==> src/rtl/axi_pkg.sv <==
// rtl/axi_pkg.sv - shared AXI encodings and read-arbiter FSM states
package axi_pkg;

  localparam logic [1:0] BURST_FIXED = 2'b00;
  localparam logic [1:0] BURST_INCR  = 2'b01;
  localparam logic [1:0] BURST_WRAP  = 2'b10;

  localparam logic [1:0] RESP_OKAY   = 2'b00;

  typedef enum logic [1:0] {
    IDLE = 2'b00,
    ADDR = 2'b01,
    DATA = 2'b10
  } arb_state_e;

endpackage

==> src/rtl/rr_arbiter.sv <==
// rtl/rr_arbiter.sv - combinational round-robin pick: first requester at or above ptr, wrapping
module rr_arbiter #(
  parameter int NUM_REQ = 2,
  parameter int IDX_W   = 1
) (
  input  logic [NUM_REQ-1:0] req,
  input  logic [IDX_W-1:0]   ptr,
  output logic [NUM_REQ-1:0] gnt,
  output logic [IDX_W-1:0]   idx,
  output logic               valid
);

  logic [NUM_REQ-1:0] rot;
  logic [IDX_W:0]     sum;

  // Rotate so bit 0 is the requester at ptr, take the lowest set bit, map back to an absolute index
  always_comb begin
    rot   = NUM_REQ'({req, req} >> ptr);
    sum   = '0;
    valid = 1'b0;
    for (int j = NUM_REQ - 1; j >= 0; j--) begin
      if (rot[j]) begin
        sum   = {1'b0, ptr} + (IDX_W + 1)'(j);
        valid = 1'b1;
      end
    end
    if (sum >= (IDX_W + 1)'(NUM_REQ)) begin
      sum = sum - (IDX_W + 1)'(NUM_REQ);
    end
    idx = sum[IDX_W-1:0];
    gnt = valid ? (NUM_REQ'(1) << idx) : '0;
  end

endmodule

==> src/rtl/axi_rd_arbiter.sv <==
// rtl/axi_rd_arbiter.sv - round-robin AR/R arbiter for one AXI slave; AXI_RD_ARB_LEN_CHECK_EN adds LEN_ERR
module axi_rd_arbiter
  import axi_pkg::*;
#(
  parameter int NUM_MASTERS    = 2,
  parameter int AXI_ID_WIDTH   = 1,
  parameter int AXI_DATA_WIDTH = 32,
  parameter int AXI_ADDR_WIDTH = 32
) (
  input  logic                                  ACLK,
  input  logic                                  ARESET,
  input  logic [NUM_MASTERS*AXI_ID_WIDTH-1:0]   S_AXI_ARID,
  input  logic [NUM_MASTERS*AXI_ADDR_WIDTH-1:0] S_AXI_ARADDR,
  input  logic [NUM_MASTERS*8-1:0]              S_AXI_ARLEN,
  input  logic [NUM_MASTERS*3-1:0]              S_AXI_ARSIZE,
  input  logic [NUM_MASTERS*2-1:0]              S_AXI_ARBURST,
  input  logic [NUM_MASTERS-1:0]                S_AXI_ARVALID,
  output logic [NUM_MASTERS-1:0]                S_AXI_ARREADY,
  output logic [NUM_MASTERS*AXI_ID_WIDTH-1:0]   S_AXI_RID,
  output logic [NUM_MASTERS*AXI_DATA_WIDTH-1:0] S_AXI_RDATA,
  output logic [NUM_MASTERS*2-1:0]              S_AXI_RRESP,
  output logic [NUM_MASTERS-1:0]                S_AXI_RLAST,
  output logic [NUM_MASTERS-1:0]                S_AXI_RVALID,
  input  logic [NUM_MASTERS-1:0]                S_AXI_RREADY,
  output logic [AXI_ID_WIDTH-1:0]               M_AXI_ARID,
  output logic [AXI_ADDR_WIDTH-1:0]             M_AXI_ARADDR,
  output logic [7:0]                            M_AXI_ARLEN,
  output logic [2:0]                            M_AXI_ARSIZE,
  output logic [1:0]                            M_AXI_ARBURST,
  output logic                                  M_AXI_ARVALID,
  input  logic                                  M_AXI_ARREADY,
  input  logic [AXI_ID_WIDTH-1:0]               M_AXI_RID,
  input  logic [AXI_DATA_WIDTH-1:0]             M_AXI_RDATA,
  input  logic [1:0]                            M_AXI_RRESP,
  input  logic                                  M_AXI_RLAST,
  input  logic                                  M_AXI_RVALID,
  output logic                                  M_AXI_RREADY,
  output logic [NUM_MASTERS-1:0]                GRANT
`ifdef AXI_RD_ARB_LEN_CHECK_EN
  ,
  output logic                                  LEN_ERR
`endif
);

  localparam int IW = (NUM_MASTERS > 1) ? $clog2(NUM_MASTERS) : 1;

  arb_state_e             state, state_nxt;
  logic [IW-1:0]          g_idx, ptr, arb_idx;
  logic [NUM_MASTERS-1:0] grant, arb_gnt;
  logic                   arb_valid;
  logic                   ar_hs, r_hs;

  rr_arbiter #(
    .NUM_REQ (NUM_MASTERS),
    .IDX_W   (IW)
  ) u_rr (
    .req   (S_AXI_ARVALID),
    .ptr   (ptr),
    .gnt   (arb_gnt),
    .idx   (arb_idx),
    .valid (arb_valid)
  );

  assign ar_hs = (state == ADDR) && S_AXI_ARVALID[g_idx] && M_AXI_ARREADY;
  assign r_hs  = (state == DATA) && M_AXI_RVALID && S_AXI_RREADY[g_idx];

  // AR payload always follows the registered grant; ARVALID alone is gated by state
  assign M_AXI_ARID    = S_AXI_ARID[g_idx*AXI_ID_WIDTH +: AXI_ID_WIDTH];
  assign M_AXI_ARADDR  = S_AXI_ARADDR[g_idx*AXI_ADDR_WIDTH +: AXI_ADDR_WIDTH];
  assign M_AXI_ARLEN   = S_AXI_ARLEN[g_idx*8 +: 8];
  assign M_AXI_ARSIZE  = S_AXI_ARSIZE[g_idx*3 +: 3];
  assign M_AXI_ARBURST = S_AXI_ARBURST[g_idx*2 +: 2];

  // R payload is broadcast; only RVALID is steered to the owner
  assign S_AXI_RID   = {NUM_MASTERS{M_AXI_RID}};
  assign S_AXI_RDATA = {NUM_MASTERS{M_AXI_RDATA}};
  assign S_AXI_RRESP = {NUM_MASTERS{M_AXI_RRESP}};
  assign S_AXI_RLAST = {NUM_MASTERS{M_AXI_RLAST}};

  assign GRANT = grant;

  // State register
  always_ff @(posedge ACLK) begin
    if (ARESET) state <= IDLE;
    else        state <= state_nxt;
  end

  // Next state and channel steering for the granted master
  always_comb begin
    state_nxt     = state;
    M_AXI_ARVALID = 1'b0;
    S_AXI_ARREADY = '0;
    S_AXI_RVALID  = '0;
    M_AXI_RREADY  = 1'b0;
    case (state)
      IDLE: begin
        if (arb_valid) state_nxt = ADDR;
      end
      ADDR: begin
        M_AXI_ARVALID = S_AXI_ARVALID[g_idx];
        S_AXI_ARREADY = M_AXI_ARREADY ? grant : '0;
        if (ar_hs) state_nxt = DATA;
      end
      DATA: begin
        S_AXI_RVALID = M_AXI_RVALID ? grant : '0;
        M_AXI_RREADY = S_AXI_RREADY[g_idx];
        if (r_hs && M_AXI_RLAST) state_nxt = IDLE;
      end
      default: state_nxt = IDLE;
    endcase
  end

  // Capture winner and advance the rotation pointer in IDLE; drop the grant on the RLAST handshake
  always_ff @(posedge ACLK) begin
    if (ARESET) begin
      grant <= '0;
      g_idx <= '0;
      ptr   <= '0;
    end else if (state == IDLE && arb_valid) begin
      grant <= arb_gnt;
      g_idx <= arb_idx;
      ptr   <= (arb_idx == IW'(NUM_MASTERS - 1)) ? '0 : arb_idx + IW'(1);
    end else if (r_hs && M_AXI_RLAST) begin
      grant <= '0;
    end
  end

`ifdef AXI_RD_ARB_LEN_CHECK_EN
  logic [7:0] arlen_q, beat;
  logic       len_err;

  // Beat counter against latched ARLEN; RLAST must coincide exactly with beat ARLEN
  always_ff @(posedge ACLK) begin
    if (ARESET) begin
      arlen_q <= '0;
      beat    <= '0;
      len_err <= 1'b0;
    end else begin
      len_err <= 1'b0;
      if (ar_hs) begin
        arlen_q <= M_AXI_ARLEN;
        beat    <= '0;
      end else if (r_hs) begin
        beat <= beat + 8'd1;
        if (M_AXI_RLAST != (beat == arlen_q)) len_err <= 1'b1;
      end
    end
  end

  assign LEN_ERR = len_err;
`endif

endmodule

==> config.mk <==
export PLATFORM = sky130hd
export DESIGN_NAME = axi_rd_arbiter
export DESIGN_NICKNAME = d
export VERILOG_FILES = /design/src/rtl/axi_pkg.sv /design/src/rtl/rr_arbiter.sv /design/src/rtl/axi_rd_arbiter.sv
export SDC_FILE = /design/constraint.sdc
export NUM_CORES = 1
export LEC_CHECK = 0
export ABC_AREA = 1
export ABC_CLOCK_PERIOD_IN_PS = 900
export BUFFER_PORTS_ARGS = -buffer_cell sky130_fd_sc_hd__clkbuf_2
export CAP_MARGIN = 20
export CORE_AREA = 2 2 101 103
export CTS_CLUSTER_DIAMETER = 80
export DETAILED_ROUTE_END_ITERATION = 12
export DIE_AREA = 0 0 103 105
export GPL_TIMING_DRIVEN = 1
export SLEW_MARGIN = 0
export SYNTH_ARGS = -nofsm -noshare
export SYNTH_HDL_FRONTEND = slang
export SYNTH_SLANG_ARGS = --single-unit
==> constraint.sdc <==
create_clock -name ACLK -period 0.9 [get_ports ACLK]
set_clock_uncertainty 0.05 [all_clocks]
set_input_delay 0.135 -clock ACLK [delete_from_list [all_inputs] [get_ports ACLK]]
set_output_delay 0.135 -clock ACLK [all_outputs]
set_load 0.01 [all_outputs]
* Yosys cells after proc, flatten, opt, wreduce, memory -nomap -nowiden
Index checks and enable logic that the tools add are counted.
Operators by class: $add $sub $neg 3, multipliers 1, $lt $le $gt $ge 2, equality and inequality tests 5, shift operators 7, multiplexer cells 22, reductions and logical operators 9
Operator list (number):
- 64-bit by 7-bit variable part select with 32-bit output | 1
- 2-bit two-way mux | 11
- 16-bit by 5-bit variable part select with 8-bit output | 1
- 1-bit two-way mux | 10
- 1-bit logical AND | 6
- 2-bit one-hot mux with 3 select lines | 1
- 6-bit by 4-bit variable part select with 3-bit output | 1
- 2-bit != test (second input constant) | 2
- 4-bit by 3-bit variable part select with 2-bit output | 1
- 4-bit by 1-bit right shift with 2-bit output | 1
- 1-bit by 2-bit multiplier with 3-bit output (second input constant) | 1
- 3-bit AND reduction | 1
- 1-bit by 1-bit adder with 2-bit output (second input constant) | 1
- 2-bit by 1-bit == test with 1-bit output (second input constant) | 1
- 2-bit == test (second input constant) | 1
- 2-bit greater-or-equal comparator (second input constant) | 1
- 2-bit zero test | 1
- 1-bit by 2-bit less-than comparator with 1-bit output (second input constant) | 1
- 2-bit by 1-bit != test with 1-bit output (second input constant) | 1
- 2-bit nonzero test | 1
- 2-bit by 2-bit variable part select with 1-bit output | 1
- 1-bit by 1-bit << shifter with 2-bit output (first input constant) | 1
- 1-bit adder (second input constant) | 1
- 1-bit subtractor (second input constant) | 1
Word-level totals: bits in registers 6, bits of input ports 136, output and inout port bits 126, word-level logic and storage cells 53

* Longest topological paths before layout
Gate-level depths: netlist (run 1).
depth after elaboration 8, gate-level depth with buffers 6, mapped depth without buffers 6

* By module
A second synthesis (run 1) with hierarchy kept.
Unflattened totals: cell total of the unflattened synthesis 278, area total of the unflattened synthesis 1536.5 sq um
By module, submodules not included:
- axi_rd_arbiter | instances 1, cells each 271, area an instance 1506.4 sq um, sequential area each 120.1 sq um
- rr_arbiter | instances 1, cells each 7, area an instance 30.0 sq um, sequential area each 0.0 sq um

* Least setup slack after synthesis (run 1)
OpenSTA, ideal clock, no wires.
path kind register -> output, start reg state[1], end out S_AXI_RVALID[0], data arrival time 0.866 ns, required time 0.715 ns, path slack -0.151 ns, cell stages (with the launch flop) 5, path buffers 0, cell sequence dfxtp_1 inv_2 nor2_1 inv_2 nor3_1
Between the ends: longest elaborated chain between the ends 2
RTL lines:
- start: declaration | RTL line axi_rd_arbiter.sv:47 | arb_state_e state, state_nxt;
- start signal: assignment | RTL line axi_rd_arbiter.sv:85 | else state <= state_nxt;
- 2-bit == test | RTL line axi_rd_arbiter.sv:95 | case (state)
- 2-bit two-way mux | RTL line axi_rd_arbiter.sv:95
- end: declaration | RTL line axi_rd_arbiter.sv:23 | output logic [NUM_MASTERS-1:0] S_AXI_RVALID,
No other way between the ends.

* Worst setup path after layout (run 1)
start reg g_idx, end out M_AXI_ARVALID
Between the ends: longest elaborated chain between the ends 3
RTL lines:
- start: declaration | RTL line axi_rd_arbiter.sv:48 | logic [IW-1:0] g_idx, ptr, arb_idx;
- start signal: assignment | RTL line axi_rd_arbiter.sv:121 | g_idx <= arb_idx;
- 1-bit two-way mux (implied by the code) (2 in a row) | RTL line axi_rd_arbiter.sv:100 | M_AXI_ARVALID = S_AXI_ARVALID[g_idx];
- 1-bit two-way mux | RTL line axi_rd_arbiter.sv:95
- end: declaration | RTL line axi_rd_arbiter.sv:30 | output logic M_AXI_ARVALID,
No other way between the ends. The select of a mux whose other input is x is not followed.

==> impl_metrics.env, run 1 <==
export IMPL_status="complete, but fails checks"
export IMPL_violations="setup timing"
export IMPL_hold_start="ARESET"
export IMPL_hold_class="primary input to register"
export IMPL_grt_pass1_wl_um=8507
export IMPL_required_ns=0.71
export IMPL_path_clk_slew_ns=0.04
export IMPL_synth_xor_area_frac=0
export IMPL_crit_top_cell="buf_6"
export IMPL_final_common_cell="clkbuf_2"
export IMPL_p_per_area_mw_per_mm2=909.3
export IMPL_final_cells=504
export IMPL_syn_inst=273
export IMPL_finalHoldViolCount=0
export IMPL_synth_simple_area_share=0.4325
export IMPL_dp_cells=489
export IMPL_dr_wl_met2_um=3165
export IMPL_place_ws_ns=-0.2550
export IMPL_timing_critical_path_from="g_idx"
export IMPL_crit_type="register to primary output"
export IMPL_cts_tree="done"
export IMPL_die_w_um=103
export IMPL_totalNegativeSetupSlack_ns=-20.60
export IMPL_grt_ovfl_total=0
export IMPL_synthMuxAreaShare=0
export IMPL_root_buffer="clkbuf_8"
export IMPL_ir_worst_vdd_mv=0.8628
export IMPL_finalSetupViolations=60
export IMPL_max_freq_mhz=753.8
export IMPL_syn_area_sq_mm=0.001473
export IMPL_final_cell_mix="clkbuf_2, nand2_1, nand2_2"
export IMPL_yosys_cell_types_count=16
export IMPL_wl_per_cell_um=11.60
export IMPL_clkPwrFrac=0.185
export IMPL_nets=509
export IMPL_p_comb_frac=0.667
export IMPL_path_max_fanout=5
export IMPL_start_util=0.1528
export IMPL_place_congestion=0.7854
export IMPL_hpwlAfterDp_um=4789
export IMPL_reg2reg_from="state[1]"
export IMPL_crit_slowest_cell="dfxtp_4"
export IMPL_drt_iter0_drc=50
export IMPL_cp_num_cells=5
export IMPL_grt_max_degree=30
export IMPL_critical_path_buf_inv_count=3
export IMPL_io_buffers=156
export IMPL_max_stage_delay_ns=0.40
export IMPL_p_leak_nw=1.417
export IMPL_rsz0062_at_grt="yes"
export IMPL_met1_length_um=1877
export IMPL_drc=0
export IMPL_synth_top_family_by_area="buffers and inverters"
export IMPL_crit_family="flip-flops"
export IMPL_wirelength_um=5844
export IMPL_coreArea_sq_mm=0.009639
export IMPL_first_pass_iters=4
export IMPL_period_share=1.474
export IMPL_vias_per_cell=3.683
export IMPL_synth_compound_area_share=0.02719
export IMPL_rows=36
export IMPL_sw_frac_of_total=0.4004
export IMPL_drv_cap=0
export IMPL_crit_chain="inv_8 > buf_6 > nand2_4 > and3_4 > buf_6"
export IMPL_vias=1856
export IMPL_finalMaxSlewViolations=0
export IMPL_grt_antenna_before_repair=0
export IMPL_cts_inserted_buffers=3
export IMPL_cts_buffer_depth=2
export IMPL_arrival_ns=1.14
export IMPL_tightestPinTransition_ns=0.2894
export IMPL_grt_use_total=0.09897
export IMPL_die_area_sq_mm=0.01082
export IMPL_clock_sinks=6
export IMPL_internal_power_mw=1.314
export IMPL_routed_top_layer="met4"
export IMPL_area_growth_syn_to_layout_pct=63.64
export IMPL_grt_pass1_vias=1811
export IMPL_ant_nets=0
export IMPL_reg2reg_depth=7
export IMPL_period_needed_ns=1.327
export IMPL_drive_gt1_frac=0.6873
export IMPL_yosys_warnings=0
export IMPL_relSlewSlack=0.8050
export IMPL_die_y_um=105
export IMPL_power_switching_uw=877.4
export IMPL_worst_setup_path_end_kind="primary output"
export IMPL_synth_seq_cells=6
export IMPL_met3_length_um=643
export IMPL_holdPathStages=2
export IMPL_start_kind="register"
export IMPL_syn_nets=409
export IMPL_clk_latency_ns=0.22
export IMPL_p_seq_frac=0.148
export IMPL_htree_levels=1
export IMPL_top_level_ports=262
export IMPL_diodes=0
export IMPL_synthAdderAreaFrac=0
export IMPL_layout_setup_ws_ns=-0.4265
export IMPL_final_util=0.2500
export IMPL_syn_avg_cell_area_sq_um=5.394
export IMPL_ys_seq_area_frac=0.08156
-- power by group through the flow --
stage | Clock, mW | Combinational (mW) | Sequential [mW]
2_1_floorplan | 0 | 0.979 | 0.326
3_3_place_gp | 0 | 1.17 | 0.319
3_5_place_dp | 0 | 1.19 | 0.320
4_1_cts | 0.419 | 1.33 | 0.322
5_1_grt | 0.433 | 1.62 | 0.328
6_report | 0.406 | 1.46 | 0.324
-- state kept, by name (all words and copies together) (netlist names) --
name	cells
GRANT	2
state	2
g_idx	1
ptr	1
-- routing by layer --
metal / track usage / vias up
met4: 0.03289 / 0
met2: 0.1897 / 115
met3: 0.03077 / 26
met5: 0 / -
met1: 0.09735 / 773
li1: - / 942
-- logic make-up after synthesis --
logic type,after synthesis
simple gates,164
buf+inv,95
compound gates,8
flops,6
-- synthesized netlist by cell type (all sizes together) --
cell type / n / share of area
dfxtp: 6 / 0.082
nand4: 1 / 0.0043
buf: 81 / 0.42
nor2: 4 / 0.010
and3: 1 / 0.0043
a21oi: 7 / 0.024
o21ai: 1 / 0.0034
nor3: 4 / 0.014
or2: 1 / 0.0043
inv: 13 / 0.033
clkbuf: 1 / 0.0025
nand3: 3 / 0.014
nand2: 150 / 0.38
-- through the flow --
| stage | power, mW | hold WS (ns) | area (sq um) |
|---|---|---|---|
| 2_1_floorplan | 1.305 | 0.1467 | 1658 |
| 3_3_place_gp | 1.487 | 0.2201 | 2049 |
| 3_5_place_dp | 1.507 | 0.2201 | 2049 |
| 4_1_cts | 2.067 | 0.08725 | 2248 |
| 5_1_grt | 2.380 | 0.1210 | 2410 |
| 6_report | 2.191 | 0.1056 | 2410 |
-- area by class of cell --
type                       count  area (sq um)
multi-input combinational    172         907.1
fill                        1121          7229
tap                          133         166.4
inverter                      13         63.81
timing repair buffer         177          1100
sequential                     6         131.4
clock buffer                   3         41.29
-- worst paths after layout --
path	to	slack, ns
max	M_AXI_ARVALID	-0.43
min	g_idx	0.11
max reg2reg	GRANT[1]	-0.28
min reg2reg	ptr	0.41
-- timing repair --
action                     CTS  global route
pin swaps                    6             6
setup endpoints to repair   60            60
gates resized for setup     22            59
setup buffers                8             7
hold buffers                 0             0
gates cloned                 1             0
(Power assumes the default switching activity.)
==> run 2: changes to the inputs <==
Settings changed: CELL_PAD_IN_SITES_DETAIL_PLACEMENT set to 2, CELL_PAD_IN_SITES_GLOBAL_PLACEMENT set to 2, CORE_AREA 2 2 101 103 to not set, CORE_MARGIN set to 1, CORE_UTILIZATION set to 10, CTS_CLUSTER_DIAMETER 80 to 60, DIE_AREA 0 0 103 105 to not set, MAX_ROUTING_LAYER set to met4, PLACE_DENSITY_LB_ADDON set to 0.1.
==> impl_metrics.env, run 2 (synthesis gave the netlist of run 1 again) <==
export IMPL_layout_setup_ws_ns=-0.4699
export IMPL_critical_path_buf_inv_count=3
export IMPL_finalMaxSlewViolations=0
export IMPL_nets=511
export IMPL_cts_tree="done"
export IMPL_clock_sinks=6
export IMPL_root_buffer="clkbuf_16"
export IMPL_io_buffers=156
export IMPL_path_clk_slew_ns=0.03
export IMPL_relSlewSlack=0.7992
export IMPL_hpwlAfterDp_um=5773
export IMPL_p_leak_nw=1.551
export IMPL_max_freq_mhz=730.0
export IMPL_grt_pass1_vias=2033
export IMPL_met1_length_um=2626
export IMPL_cts_buffer_depth=2
export IMPL_hold_class="primary input to register"
export IMPL_drc=0
export IMPL_worst_setup_path_end_kind="primary output"
export IMPL_rsz0062_at_grt="yes"
export IMPL_grt_max_degree=19
export IMPL_violations="setup timing"
export IMPL_start_util=0.1045
export IMPL_drive_gt1_frac=0.7480
export IMPL_finalHoldViolCount=0
export IMPL_cts_inserted_buffers=3
export IMPL_drv_cap=0
export IMPL_placed_area_sq_mm=0.002143
export IMPL_path_max_fanout=7
export IMPL_required_ns=0.71
export IMPL_crit_type="register to primary output"
export IMPL_tightestPinTransition_ns=0.2980
export IMPL_grt_pass1_wl_um=9867
export IMPL_clk_latency_ns=0.22
export IMPL_status="complete, but fails checks"
export IMPL_diodes=0
export IMPL_grt_ovfl_total=0
export IMPL_place_ws_ns=-0.2644
export IMPL_wirelength_um=7114
export IMPL_crit_slowest_cell="dfxtp_4"
export IMPL_vias_per_cell=3.553
export IMPL_top_level_ports=262
export IMPL_grt_antenna_before_repair=0
export IMPL_place_congestion=0.6909
export IMPL_crit_family="flip-flops"
export IMPL_start_kind="register"
export IMPL_wl_per_cell_um=12.86
export IMPL_max_stage_delay_ns=0.41
export IMPL_p_per_area_mw_per_mm2=984.5
export IMPL_area_growth_syn_to_layout_pct=89.12
export IMPL_met3_length_um=561
export IMPL_finalSetupViolations=60
export IMPL_final_common_cell="clkbuf_2"
export IMPL_grt_use_total=0.08689
export IMPL_final_cell_mix="clkbuf_2, nand2_1, nand2_2"
export IMPL_routed_top_layer="met4"
export IMPL_vias=1965
export IMPL_drt_iter0_drc=21
export IMPL_finalInstanceArea_sq_mm=0.002785
export IMPL_ant_nets=0
export IMPL_die_y_um=123.4
export IMPL_dr_wl_met2_um=3872
export IMPL_first_pass_iters=2
export IMPL_arrival_ns=1.18
export IMPL_crit_chain="inv_8 > buf_6 > nand2_4 > and3_4 > clkbuf_2"
export IMPL_ir_worst_vdd_mv=0.7166
export IMPL_period_share=1.522
export IMPL_die_area_sq_mm=0.01522
export IMPL_coreArea_sq_mm=0.01410
export IMPL_htree_levels=1
export IMPL_die_w_um=123.4
export IMPL_period_needed_ns=1.370
export IMPL_rows=43
run 2: metal layers:
layer  global-route usage  up-vias
li1                     -      952
met1              0.09232      905
met2               0.1617       89
met3              0.02352       19
met4              0.01431        0
met5                    -        -
run 2: repair_timing:
item                                    in CTS  in global routing
endpoints found under the setup margin      60                 60
resized for setup                           49                 79
hold endpoints to repair                     0                  0
gates cloned                                 2                  1
buffers inserted                             6                  4
pin swaps                                    6                 22
hold buffers                                 0                  0
run 2: stage by stage:
stage / instances / TNS, ns / power (mW) / hold slack (ns) / utilization
final: 553 / -22.22 / 2.742 / 0.1482 / 0.1976
after global routing: 553 / -25.58 / 2.946 / 0.1680 / 0.1976
after CTS: 550 / -23.07 / 2.591 / 0.1293 / 0.1791
after detailed placement: 539 / -12.86 / 1.602 / 0.2201 / 0.1521
after global placement: 539 / -11.81 / 1.589 / 0.2201 / 0.1521
after floorplan: 273 / -2.315 / 1.305 / 0.1467 / -
run 2: worst register-to-register path, cell delays in order (launching register included):
cell	delay (ns)
dfxtp_4	0.36
inv_4	0.04
nor2_4	0.12
buf_4	0.13
buf_4	0.10
nand4_1	0.14
nand2_1	0.10
a21oi_1	0.06
run 2: power breakdown:
part | switching, mW | internal (mW) | total (mW)
Clock | 0.134 | 0.569 | 0.702
Sequential | 0.0333 | 0.298 | 0.331
Combinational | 0.830 | 0.878 | 1.71
run 2: worst paths after layout:
path | start | cells after the start | end | slack, ns
worst max-delay path | g_idx | 5 | M_AXI_ARVALID | -0.47
worst min-delay path | ARESET | 2 | GRANT[1] | 0.15
worst max register to register | state[0] | 7 | state[0] | -0.33
worst min register to register | ptr | 2 | ptr | 0.42
run 2: area by class of cell:
type / count / area [sq um]
fill: 1735 / 11310
multi-input combinational: 172 / 1010
inverter: 13 / 63.81
sequential: 6 / 131.4
timing repair buffer: 179 / 1280
tap: 180 / 225.2
clock buffer: 3 / 75.07
